**config.mk**
```make
export PLATFORM = sky130hd
export DESIGN_NAME = ex_result_stage
export DESIGN_NICKNAME = d
export VERILOG_FILES = /design/src/rtl/ex_result_stage.sv
export SDC_FILE = /design/constraint.sdc
export NUM_CORES = 1
export LEC_CHECK = 0
export BUFFER_PORTS_ARGS = -buffer_cell sky130_fd_sc_hd__buf_2
export CORE_ASPECT_RATIO = 0.5
export CORE_UTILIZATION = 53
export CTS_BUF_LIST = sky130_fd_sc_hd__clkbuf_8
export CTS_CLUSTER_DIAMETER = 80
export DETAILED_ROUTE_END_ITERATION = 6
export PLACE_DENSITY = 0.86
export SYNTH_ARGS = -nofsm -noshare
export SYNTH_HDL_FRONTEND = slang
export SYNTH_SLANG_ARGS = --single-unit
```
**constraint.sdc**
```tcl
create_clock -name clk -period 4.8 [get_ports clk]
set_input_delay 0.96 -clock clk [delete_from_list [all_inputs] [get_ports clk]]
set_output_delay 0.96 -clock clk [all_outputs]
set_load 0.005 [all_outputs]
```
**src/rtl/ex_result_stage.sv**
```systemverilog
// EX/MEM result register with Z/V/N flag update, stall/flush, sticky halt
// and a saturating retired-instruction counter.
module ex_result_stage #(
    parameter int DATA_W = 16,
    parameter int CNT_W  = 16
) (
    input  logic              clk,
    input  logic              rst,
    input  logic              stall,
    input  logic              flush,
    input  logic              in_valid,
    input  logic [3:0]        in_opcode,
    input  logic [DATA_W-1:0] in_result,
    input  logic              in_ovfl,
    input  logic [3:0]        in_dst,
    input  logic              in_wr_en,
    output logic              out_valid,
    output logic [DATA_W-1:0] out_result,
    output logic [3:0]        out_dst,
    output logic              out_wr_en,
    output logic              flag_z,
    output logic              flag_v,
    output logic              flag_n,
    output logic              halted,
    output logic [CNT_W-1:0]  retired
);
    localparam logic [3:0] OpAdd = 4'b0000;
    localparam logic [3:0] OpSub = 4'b0001;
    localparam logic [3:0] OpXor = 4'b0010;
    localparam logic [3:0] OpSll = 4'b0100;
    localparam logic [3:0] OpSra = 4'b0101;
    localparam logic [3:0] OpRor = 4'b0110;
    localparam logic [3:0] OpHlt = 4'b1111;

    typedef enum logic {RUN, HALT} stateT;
    stateT state, nextState;

    logic accept;
    logic isArith;
    logic isZeroOnly;
    logic isHlt;
    logic resultZero;

    assign accept     = in_valid & ~stall & ~flush & (state == RUN);
    assign isArith    = (in_opcode == OpAdd) || (in_opcode == OpSub);
    assign isZeroOnly = (in_opcode == OpXor) || (in_opcode == OpSll) ||
                        (in_opcode == OpSra) || (in_opcode == OpRor);
    assign isHlt      = (in_opcode == OpHlt);
    assign resultZero = (in_result == '0);

    always_ff @(posedge clk) begin
        if (rst) state <= RUN;
        else     state <= nextState;
    end

    // accept already excludes stall, flush and HALT
    always_comb begin
        nextState = state;
        if (accept && isHlt) nextState = HALT;
    end

    always_comb begin
        halted = (state == HALT);
    end

    always_ff @(posedge clk) begin
        if (rst) begin
            out_valid  <= 1'b0;
            out_result <= '0;
            out_dst    <= '0;
            out_wr_en  <= 1'b0;
        end else if (flush || (!stall && state == HALT)) begin
            out_valid  <= 1'b0;
            out_result <= '0;
            out_dst    <= '0;
            out_wr_en  <= 1'b0;
        end else if (!stall) begin
            out_valid  <= accept;
            out_result <= in_result;
            out_dst    <= in_dst;
            out_wr_en  <= in_wr_en & accept & ~isHlt;
        end
    end

    always_ff @(posedge clk) begin
        if (rst) begin
            flag_z <= 1'b0;
            flag_v <= 1'b0;
            flag_n <= 1'b0;
        end else if (accept) begin
            if (isArith) begin
                flag_z <= resultZero;
                flag_n <= in_result[DATA_W-1];
                flag_v <= in_ovfl;
            end else if (isZeroOnly) begin
                flag_z <= resultZero;
            end
        end
    end

    // saturate instead of wrapping so long runs never look short
    always_ff @(posedge clk) begin
        if (rst)                            retired <= '0;
        else if (accept && retired != '1)   retired <= retired + CNT_W'(1);
    end
endmodule

```
# Word level (Yosys, flattened, before mapping)
# Index checks and enable logic that the tools add are counted.
totals:
  regBits: 42
  input_bits: 31
  output_inout_bits: 42
  word_cells: 43
op_classes:
  n_addsub: 1
  n_eq_ne: 7
  muxes: 2
  bitwise_logic: 9
  reduce_logical: 15
op_table:
  columns: ["cell", "count"]
  rows:
  - ["adder 16 x 1 -> 16 bit (second input constant)", 1]
  - ["zero test 16 bit", 1]
  - ["inequality test 16 bit (second input constant)", 1]
  - ["equality test 4 x 3 -> 1 bit (second input constant)", 3]
  - ["bitwise AND 1 bit", 5]
  - ["logical OR 1 bit", 5]
  - ["equality test 4 x 1 -> 1 bit (second input constant)", 1]
  - ["equality test 4 x 2 -> 1 bit (second input constant)", 1]
  - ["equality test 4 bit (second input constant)", 1]
  - ["zero test 4 bit", 1]
  - ["inverter 1 bit", 4]
  - ["AND reduction 2 bit", 2]
  - ["logical AND 1 bit", 3]
  - ["two-way mux 1 bit", 2]
  - ["nonzero test 2 bit", 1]
  - ["OR reduction 2 bit", 1]
  - ["zero test 1 bit", 1]

# Depth between registers and ports, before layout
depth:
  depth_word: 6
  depth_mapped: 6
  ltp_nobuf: 5

# Worst setup path before layout
# No wires, ideal clock.
synth_timing:
  path_kind: "input-to-reg"
  startpoint: "in stall"
  endpoint: "reg retired[15]"
  setup_time_ns: 0.132
  arrival_ns: 2.585
  path_slack_ns: 2.083
  path_stages: 6
  path_buffers: 2
  path_cell_list: "buf_6 or4b_4 buf_6 or4_1 o41ai_1 a21oi_1"
synth_between:
  elab_chain_len: 5
synth_lines:
  columns: ["item", "line_no", "rtl"]
  rows:
  - ["from (decl)", "9", "input logic stall,"]
  - ["inverter 1 bit", "44", "assign accept = in_valid & ~stall & ~flush & (state == RUN);"]
  - ["bitwise AND 1 bit (3 in series)", "44", null]
  - ["logical AND 1 bit", "104", "else if (accept && retired != '1) retired <= retired + CNT_W'(1);"]
  - ["to (signal assigned)", "104", null]
  - ["to (decl)", "25", "output logic [CNT_W-1:0] retired"]
# Every way passes these cells.
# A chain may end at the register's enable or synchronous reset.

# Final worst setup path
# Ends and elaborated chain as after synthesis.

==> results.cfg <==
[worst_setup_path]
cp_cell_sequence = buf_2, or4b_4, or4_1, o41ai_1, a21oi_1
crit_path_top_delay_cell = or4b_4
end_kind = flip-flop
critPathMaxStageDelay_ns = 0.71
worst-path-max-fanout = 25
r2r_slack_ns = 2.74
path_delay_family = simple AND/OR/NAND/NOR gates
arrival_ns = 2.91
critPathKind = in2reg
cp_num_buf_inv = 1
cp.required_ns = 4.97
worstSetupStartpointType = input pin

[sta]
fin_worst_skew_ns = 0.00836
final-setup-viol-count = 0
drv_slew = 0
period_needed_ns = 2.74
fin_crit_sh_pct = 57.0
hold_violations = 0
tightest_slew_ns = 0.801
max_freq_mhz = 366
grt_setup_unrepaired = no
slew-limit-headroom_pct = 45.9
tns_ns = 0

[floorplanning]
die_w_um = 84.8
ios = 73
start_util_pct = 58.0
core_um2 = 3140
die_area_um2 = 3680
chipHeight_um = 43.4
rows = 14

[logic_synthesis]
synthArstFlopShare_pct = 0
ys_seq_area_share_pct = 46.2
yosysTopAreaCellShare_pct = 46.2
avgSynthCellArea_um2 = 9.37
synth_cell_type_count = 35
yosysTopAreaCell = dfxtp_1
ys_warn_count = 0
synth-edff-count = 0
synth_common_cells = dfxtp_1, nor2_1, mux2i_1
syn_area_um2 = 1820
ys.flop_type = dfxtp_1
ys_seq_elements = 42
synth_nets = 226
synth_most_common_cell = dfxtp_1
synthCells = 194
netlist_top_cells_area = dfxtp_1, mux2i_1, nor2_1

[power]
switching_share_pct = 24.7
p_per_area_nw_per_um2 = 281
max-vdd-ir-drop_v = 0.000186
internal_power_w = 0.000482
p_sw_w = 0.000158
total_power_w = 0.000640
seqPwrFrac_pct = 56.0
p_comb_share_pct = 8.3
p_leak_nw = 1.05
pwr-share-clk_pct = 35.7

[global_route]
grt_overflow = 0
grt_pass1_vias = 1497
grt_max_degree = 26
antenna_found_initial = 0
grt_usage_pct = 23.1
grt_pass1_wl_um = 6550

[drt]
drc_errors = 3
antenna_left = 0
first_pass_iters = 6
drt-initial-drc-count = 77
via_count = 1720
wirelength_um = 4160
wire_per_inst_um = 13.6
viasPerCell = 5.60

[finish]
final.fill_count = 233
nNetsFinal = 298
antenna_cells = 0
synthToLayoutAreaGrowth_pct = 25.5
drive_above_1_share_pct = 32.6
reg_top3 = out_result x16, retired x16, out_dst x4

[placement]
place_hpwl_um = 3010
port_buffers = 72
routabilityCongestion = 0.820

[clock_network]
clock_path_buffers = 2
cts_sinks = 42
numCtsBuffers = 5
insertion_delay_ns = 0.30
cts_max_level = 2
cts_setup_buffers = 0
cts-root-buf = clkbuf_8
cts_tree = yes
clkTransAtPathRegs_ns = 0.08
cts_resized = 0
postCtsHoldBufs = 0

[flow_run]
cap_violations = 0

[worst_hold_path]
hold_path.class = reg2reg

[outcome]
status = complete, but fails checks
failed_checks = design-rule violations
==> worst min-delay path: stages (launching register included) <==
cell     delay, ns
dfxtp_1       0.33
mux2i_1       0.06
nor2_1        0.07
==> per-stage QoR <==
step	util, %	worst slack, ns	std cells	cell area [µm²]	hold slack, ns
floorplan	-	2.08	194	1820	0.475
global placement	69.9	1.79	299	2190	0.471
detailed placement	69.9	1.77	299	2190	0.486
CTS	72.7	2.08	307	2280	0.503
global route	72.7	2.00	307	2280	0.521
finish	72.7	2.06	307	2280	0.497
==> layout by cell type (no fill, tap or decap), types with 2 or more instances in the layout <==
master    count
nand4_1       5
nand3_1       6
or4_1         3
xor2_1        2
clkbuf_8      5
o31ai_1       2
nor3_1        6
nand2_1       6
buf_2        72
a21oi_1       9
mux2_2        2
o41ai_1       3
or3_1         2
inv_1         4
mux2i_1      24
o21ai_0       4
and3_1        2
nor2_1       38
dfxtp_1      42
nor4_1        7
nor2b_1       2
and4_1        3
==> worst paths after layout <==
path / startpoint / cells after the start / end
max: stall / 5 / retired[15]$_SDFFE_PP0P_
min: out_result[15]$_SDFFE_PP0N_ / 2 / out_result[15]$_SDFFE_PP0N_
max reg2reg: retired[4]$_SDFFE_PP0P_ / 4 / retired[1]$_SDFFE_PP0P_
min reg2reg: out_result[15]$_SDFFE_PP0N_ / 2 / out_result[15]$_SDFFE_PP0N_
==> power groups by stage <==
| stage | clock network (W) | logic, W | registers, W |
|---|---|---|---|
| 3_5_place_dp | 0 | 0.0000530 | 0.000367 |
| 5_1_grt | 0.000242 | 0.0000590 | 0.000359 |
| 2_1_floorplan | 0 | 0.0000280 | 0.000367 |
| 3_3_place_gp | 0 | 0.0000514 | 0.000366 |
| 6_report | 0.000228 | 0.0000534 | 0.000358 |
| 4_1_cts | 0.000230 | 0.0000537 | 0.000358 |
==> layer usage <==
metal / track usage, % / routed length [µm] / vias up
met5: 0 / 0 / -
met4: 8.47 / 51 / 0
met3: 6.48 / 187 / 6
met2: 41.8 / 2090 / 45
met1: 27.1 / 1840 / 814
li1: - / - / 855
==> cells by family after synthesis <==
| group | after synthesis | share of synthesized area, % |
|---|---|---|
| multiplexers | 26 | 14.5 |
| adder cells (fa/ha/maj) | 1 | 0.688 |
| XOR/XNOR | 2 | 0.964 |
| flip-flops | 42 | 46.2 |
| AND/OR/NAND/NOR | 86 | 25.5 |
| AO/OA/AOI/OAI | 25 | 8.81 |
| buffers and inverters | 12 | 3.30 |
==> final cells by class <==
| class | instances | area, µm² | share of cell area, % |
|---|---|---|---|
| multi-input combinational | 140 | 917 | 40.2 |
| clock inverter | 3 | 21.3 | 0.933 |
| inverter | 4 | 15.0 | 0.658 |
| timing repair buffer | 73 | 368 | 16.1 |
| tap | 40 | 50.0 | 2.19 |
| clock buffer | 5 | 68.8 | 3.02 |
| sequential | 42 | 841 | 36.9 |
No activity file was read; power rests on OpenSTA's default activity.
